$ cat src/rtl/mips_regwrite_arbiter.sv
// mips_regwrite_arbiter
// Shares the single register-file write port between ALU writeback (req0)
// and memory-load writeback (req1). Round-robin grant, one registered write
// per cycle, plus read-after-write hazard flags for both decode read ports.
module mips_regwrite_arbiter #(
  parameter int DATA_W = 32,
  parameter int ADDR_W = 5,
  parameter int CNT_W  = 16
) (
  input  logic              clk,
  input  logic              rst_n,
  input  logic              req0_valid,
  input  logic [ADDR_W-1:0] req0_addr,
  input  logic [DATA_W-1:0] req0_data,
  output logic              req0_ready,
  input  logic              req1_valid,
  input  logic [ADDR_W-1:0] req1_addr,
  input  logic [DATA_W-1:0] req1_data,
  output logic              req1_ready,
  input  logic [ADDR_W-1:0] read_reg_1,
  input  logic [ADDR_W-1:0] read_reg_2,
  output logic              stall_rs,
  output logic              stall_rt,
  output logic [ADDR_W-1:0] write_reg,
  output logic [DATA_W-1:0] write_data,
  output logic              signal_reg_write,
  output logic              last_grant,
  output logic [CNT_W-1:0]  commit_count
);

  localparam logic [ADDR_W-1:0] ZERO_ADDR = '0;
  localparam logic [CNT_W-1:0]  CNT_ONE   = CNT_W'(1);

  // Registered write-port state
  logic [ADDR_W-1:0] write_reg_reg,  write_reg_next;
  logic [DATA_W-1:0] write_data_reg, write_data_next;
  logic              wr_en_reg,      wr_en_next;
  logic              last_grant_reg, last_grant_next;
  logic [CNT_W-1:0]  count_reg,      count_next;

  // Arbitration results
  logic              grant0;
  logic              grant1;
  logic              xfer;
  logic [ADDR_W-1:0] gnt_addr;
  logic [DATA_W-1:0] gnt_data;

  // Round-robin grant: on contention the requester that did not win last goes.
  // Grants are forced low during reset so nothing is accepted while held.
  always_comb begin
    grant0 = 1'b0;
    grant1 = 1'b0;
    if (rst_n) begin
      if (req0_valid && req1_valid) begin
        grant0 = last_grant_reg;
        grant1 = ~last_grant_reg;
      end else begin
        grant0 = req0_valid;
        grant1 = req1_valid;
      end
    end
  end

  assign req0_ready = grant0;
  assign req1_ready = grant1;
  assign xfer       = grant0 | grant1;

  // Select the granted requester's payload for the write stage
  always_comb begin
    gnt_addr = req0_addr;
    gnt_data = req0_data;
    if (grant1) begin
      gnt_addr = req1_addr;
      gnt_data = req1_data;
    end
  end

  // Next write-port state: load on transfer, otherwise hold with enable low.
  // Writes to register 0 are accepted but never enabled nor counted.
  always_comb begin
    write_reg_next  = write_reg_reg;
    write_data_next = write_data_reg;
    last_grant_next = last_grant_reg;
    wr_en_next      = 1'b0;
    count_next      = count_reg;
    if (xfer) begin
      write_reg_next  = gnt_addr;
      write_data_next = gnt_data;
      last_grant_next = grant1;
      wr_en_next      = (gnt_addr != ZERO_ADDR);
    end
    if (wr_en_next) begin
      count_next = count_reg + CNT_ONE;
    end
  end

  // Write-port and arbitration state registers; reset drops any in-flight write
  always_ff @(posedge clk or negedge rst_n) begin
    if (!rst_n) begin
      write_reg_reg  <= '0;
      write_data_reg <= '0;
      wr_en_reg      <= 1'b0;
      last_grant_reg <= 1'b1;
      count_reg      <= '0;
    end else begin
      write_reg_reg  <= write_reg_next;
      write_data_reg <= write_data_next;
      wr_en_reg      <= wr_en_next;
      last_grant_reg <= last_grant_next;
      count_reg      <= count_next;
    end
  end

  assign write_reg        = write_reg_reg;
  assign write_data       = write_data_reg;
  assign signal_reg_write = wr_en_reg;
  assign last_grant       = last_grant_reg;
  assign commit_count     = count_reg;

  // Hazard detection: a read port stalls when its register is targeted by
  // either pending request or by the write currently on the register-file port.
  logic [ADDR_W-1:0] rd_addr [2];
  logic [1:0]        stall_vec;

  assign rd_addr[0] = read_reg_1;
  assign rd_addr[1] = read_reg_2;

  for (genvar gi = 0; gi < 2; gi++) begin : g_hazard
    assign stall_vec[gi] = (rd_addr[gi] != ZERO_ADDR) &&
                           ((req0_valid && (req0_addr == rd_addr[gi])) ||
                            (req1_valid && (req1_addr == rd_addr[gi])) ||
                            (wr_en_reg  && (write_reg_reg == rd_addr[gi])));
  end

  assign stall_rs = stall_vec[0];
  assign stall_rt = stall_vec[1];

endmodule

$ cat config.mk
export PLATFORM = sky130hd
export DESIGN_NAME = mips_regwrite_arbiter
export DESIGN_NICKNAME = d
export VERILOG_FILES = /design/src/rtl/mips_regwrite_arbiter.sv
export SDC_FILE = /design/constraint.sdc
export NUM_CORES = 1
export LEC_CHECK = 0
export BUFFER_PORTS_ARGS = -buffer_cell sky130_fd_sc_hd__buf_4
export CELL_PAD_IN_SITES_DETAIL_PLACEMENT = 1
export CELL_PAD_IN_SITES_GLOBAL_PLACEMENT = 2
export CORE_MARGIN = 2
export CORE_UTILIZATION = 27
export CTS_CLUSTER_SIZE = 20
export DETAILED_ROUTE_END_ITERATION = 7
export PLACE_DENSITY_LB_ADDON = 0.1
export SETUP_SLACK_MARGIN = 0.3
export SLEW_MARGIN = 15
export SYNTH_ARGS = -nofsm -noshare
export SYNTH_HDL_FRONTEND = slang
export SYNTH_SLANG_ARGS = --single-unit
$ cat constraint.sdc
create_clock -name clk -period 2.6 [get_ports clk]
set_clock_uncertainty 0.15 [all_clocks]
set_input_delay 0.13 -clock clk [delete_from_list [all_inputs] [get_ports clk]]
set_output_delay 0.13 -clock clk [all_outputs]
set_load 0.01 [all_outputs]
# After elaboration in Yosys (flattened, before gate mapping)
# Cells that the tools add are included.
op_classes:
  n_eq_ne: 6
  bitwise: 2
  n_addsub: 1
  mux: 7
  reduce_logical: 16
op_table:
  columns: ["operator", "n"]
  rows:
  - ["32-bit 2-to-1 mux", 1]
  - ["5-bit equality test", 6]
  - ["16-bit by 1-bit adder with 16-bit output, second input constant", 1]
  - ["5-bit nonzero test", 3]
  - ["1-bit logical AND", 9]
  - ["1-bit 2-to-1 mux", 5]
  - ["5-bit 2-to-1 mux", 1]
  - ["1-bit logical OR", 4]
  - ["1-bit inverter", 1]
  - ["1-bit bitwise OR", 1]
totals:
  wordCells: 37
  regBits: 55
  out_inout_bits: 59

# Depth between registers and ports, before layout
depth:
  ltp_word: 6
  ltp_mapped: 6
  depth_no_buf: 5

# Worst setup path before layout
# Ideal clock, no wire load.
synth_timing:
  path_kind: "register to register"
  start: "register last_grant_reg (netlist: last_grant)"
  end: "register count_reg[1] (netlist: commit_count[1])"
  required_ns: 2.325
  t_arrival_ns: 1.513
  stages_incl_launch_ff: 6
  path_slack_ns: 0.812
  setup_ns: 0.125
  cell_sequence: "dfstp_2 -> nand2_1 -> nand3_1 -> mux2_4 -> nor2_4 -> mux2_4"
synth_via:
  elab_chain_cells: 6
synth_rtl:
  columns: ["element", "line_no", "text"]
  rows:
  - ["start: declaration", "38", "logic last_grant_reg, last_grant_next;"]
  - ["start signal: assignment", "109", "last_grant_reg <= last_grant_next;"]
  - ["1-bit inverter", "56", "grant1 = ~last_grant_reg;"]
  - ["1-bit 2-to-1 mux", "54", "if (req0_valid && req1_valid) begin"]
  - ["1-bit 2-to-1 mux", "53", "if (rst_n) begin"]
  - ["5-bit 2-to-1 mux", "72", "if (grant1) begin"]
  - ["5-bit nonzero test", "90", "wr_en_next = (gnt_addr != ZERO_ADDR);"]
  - ["1-bit 2-to-1 mux *", "86", "if (xfer) begin"]
  - ["named net wr_en_next", "37", "logic wr_en_reg, wr_en_next;"]
  - ["end signal: assignment", "110", "count_reg <= count_next;"]
  - ["end: declaration", "39", "logic [CNT_W-1:0] count_reg, count_next;"]
# The timed path passes the listed nets; every way through them passes the cells marked *.
# A chain may end at the register's enable or synchronous reset.

# Final worst setup path
layout_timing:
  start: "register write_reg_reg[1] (netlist: write_reg[1])"
  end: "output port stall_rt"
layout_via:
  elab_chain_cells: 4
layout_rtl:
  columns: ["element", "line_no", "text"]
  rows:
  - ["start: declaration", "35", "logic [ADDR_W-1:0] write_reg_reg, write_reg_next;"]
  - ["start signal: assignment", "106", "write_reg_reg <= write_reg_next;"]
  - ["5-bit equality test", "132", "(wr_en_reg && (write_reg_reg == rd_addr[gi])));"]
  - ["1-bit logical AND", "132", null]
  - ["1-bit logical OR", "131", "(req1_valid && (req1_addr == rd_addr[gi])) ||"]
  - ["1-bit logical AND", "129", "assign stall_vec[gi] = (rd_addr[gi] != ZERO_ADDR) &&"]
  - ["end: declaration", "23", "output logic stall_rt,"]
# No other way between the ends.

==> reports/metrics.cfg <==
[cts]
clk-insertion-delay-late_ns = 0.30
clk_path_buf_depth = 2
cts_sinks = 55
cts_buffers = 5
post_cts_buffers = 0
ctsHtreeMaxLevel = 2
cts_tree = yes
clkTransAtPathRegs_ns = 0.10
cts_root_buf = clkbuf_8

[timing]
post-route-period-util_pct = 80.8
max_freq_mhz = 476
rsz0062_at_grt = false
hold_viol_final = 0
worst_pin_slew_ns = 0.628
period_needed_ns = 2.10
finalMaxSlewViolations = 0
tns_ns = 0
relSlewSlack_pct = 58.1
setup_viol = 0

[worst_hold_path]
worstHoldStart = req1_addr[0]
hold_depth = 3
hold_end = write_reg[0]
worstHoldPathType = input port to flop

[flow_run]
max_cap_viol_count = 0

[route]
wl_per_cell_um = 16.1
via_count = 3157
drc = 0
final_antenna_net_count = 0
vias_per_cell = 4.68
dr.pass1.iters = 4
wl_um = 10800
first_iter_violations = 104

[critical_path]
path_cells = xor2_1, nor4_2, and3_1, a31oi_1, a21oi_1, buf_4
worstSetupPathType = flop to output port
critPathLaunchType = flop
r2r_start = last_grant
cpLargestDelayFamily = simple AND/OR/NAND/NOR gates
reg2reg_depth = 6
critical_path_arrival_ns = 1.82
regToRegEndpoint = write_data[27]
r2r_slack_ns = 0.73
max_stage_delay_ns = 0.45
cp_max_fo = 4
slowest_stage = dfrtp_1
startpoint = write_reg[1]
end_kind = output port
crit_buf_inv = 1
critPathRequiredTime_ns = 2.32

[pwr]
leakagePower_nw = 2.35
peakVddDrop_v = 0.000266
p_total_mw = 2.68
power.density_nw_per_um2 = 540

[yosys]
ys_seq_elements = 55
syn_area_um2 = 2910
syn_avg_cell_area_um2 = 8.86
ys_warn_count = 0
synth_most_common_cell = nand2_1
syn_nets = 417
ys_async_sr_fraction_pct = 100
synth_edf_count = 0
syn_inst = 328
synthFlopType = dfrtp_1
yosysTopAreaCell = dfrtp_1
synth_common_cells = nand2_1, dfrtp_1, nor2_1, a31oi_1, xor2_1
yosys-top-cells-area = dfrtp_1, nand2_1, xor2_1, a31oi_1, nor2_1
synth_top_area_share_pct = 46.5
ys_seq_area_share_pct = 47.4
synth_cell_types = 31

[floorplanning]
initial_utilization_pct = 28.0
die_x_um = 108
dieArea_um2 = 11600
core_um2 = 10400
die_y_um = 108
fp-row-count = 37
num_io_pins = 147

[grt]
grt_pass1_wl_um = 17200
grt_pass1_vias = 3448
grt_max_degree = 65
antenna_found_initial = 0
grt_usage_pct = 18.7
grt-ovfl-total = 0

[status]
run_status = complete, no violations

[final_layout]
num_antenna_cells = 0
largest_register_ffs = 32
stdcell_area_um2 = 4970
fin_nets = 626
drive_gt1_share_pct = 31.4
fin_cells = 674
area_growth_pct = 70.9

[placement]
dp.cells = 601
hpwl_um = 7430
numPortBuffers = 146
place_congestion = 0.795
place_area_um2 = 4180

## tightest hold or removal path: cells and delay by family
family                 cells  cell delay (ns)
AO/OA/AOI/OAI              1             0.13
buffers and inverters      1             0.11
multiplexers               1             0.06
## metrics by stage
stage,utilization (%),setup slack (ns),hold WS [ns]
3_5_place_dp,40.3,0.711,-0.103
3_3_place_gp,40.3,0.753,-0.106
6_report,47.9,0.498,0.0245
4_1_cts,47.9,0.383,0.0144
2_1_floorplan,-,0.812,-0.316
5_1_grt,47.9,0.379,0.0266
## cells in the final DEF (no fill, tap or decap), types with 4 or more instances in the layout
master | Yosys | routed
nand2_1 | 75 | 75
buf_4 | 0 | 151
dfrtp_1 | 54 | 54
or4_1 | 4 | 4
nand3_1 | 11 | 10
xnor2_1 | 16 | 16
mux2i_1 | 5 | 5
and3_1 | 8 | 8
o21ai_0 | 6 | 6
nand4_1 | 6 | 6
dlygate4sd3_1 | 0 | 65
nor4_1 | 6 | 5
clkbuf_8 | 0 | 5
nor2_1 | 39 | 39
xor2_1 | 29 | 29
a31oi_1 | 34 | 34
## repair_timing
action | 4_1_cts | 5_1_grt
hold endpoints to repair | 86 | 0
resized for setup | 0 | 1
setup endpoints to repair | 0 | 1
hold buffers | 65 | 0
## metal layers
metal | global-route usage (%) | wire, µm | part of all wire, %
met5 | 0 | 0 | 0
met4 | 4.58 | 153 | 1.4
met3 | 4.18 | 521 | 4.8
met2 | 34.0 | 5580 | 52
met1 | 22.3 | 4570 | 42
## layout make-up
type	count	area, µm²
clock buffer	6	72.6
clock inverter	2	60.1
fill	1203	5400
inverter	2	7.51
multi-input combinational	256	1480
sequential	55	1380
tap	136	170
timing repair buffer	217	1800
## cells by family (layout without fill, tap and decap cells)
kind of cell / after synthesis / count (layout) / share of synthesized area (%)
XOR/XNOR: 45 / 45 / 13.6
multiplexers: 7 / 7 / 2.76
flip-flops: 55 / 55 / 47.4
buffers and inverters: 17 / 227 / 2.24
AND/OR/NAND/NOR: 158 / 158 / 24.1
adder cells (fa/ha/maj): 1 / 1 / 0.430
AO/OA/AOI/OAI: 45 / 45 / 9.56
## how the worst max path moves through the flow
stage / to / slack, ns / cells past startpoint
floorplan: commit_count[1] / 0.81 / 5
global placement: stall_rt / 0.75 / 6
detailed placement: write_data[6] / 0.71 / 6
CTS: stall_rt / 0.38 / 6
global route: req0_ready / 0.38 / 5
finish: stall_rt / 0.50 / 6
## power breakdown
group | switching, mW | total [mW] | internal [mW]
Sequential | 0.134 | 1.12 | 0.990
Clock | 0.290 | 0.676 | 0.386
Combinational | 0.407 | 0.882 | 0.475
Power figures use the tool's default switching activity.
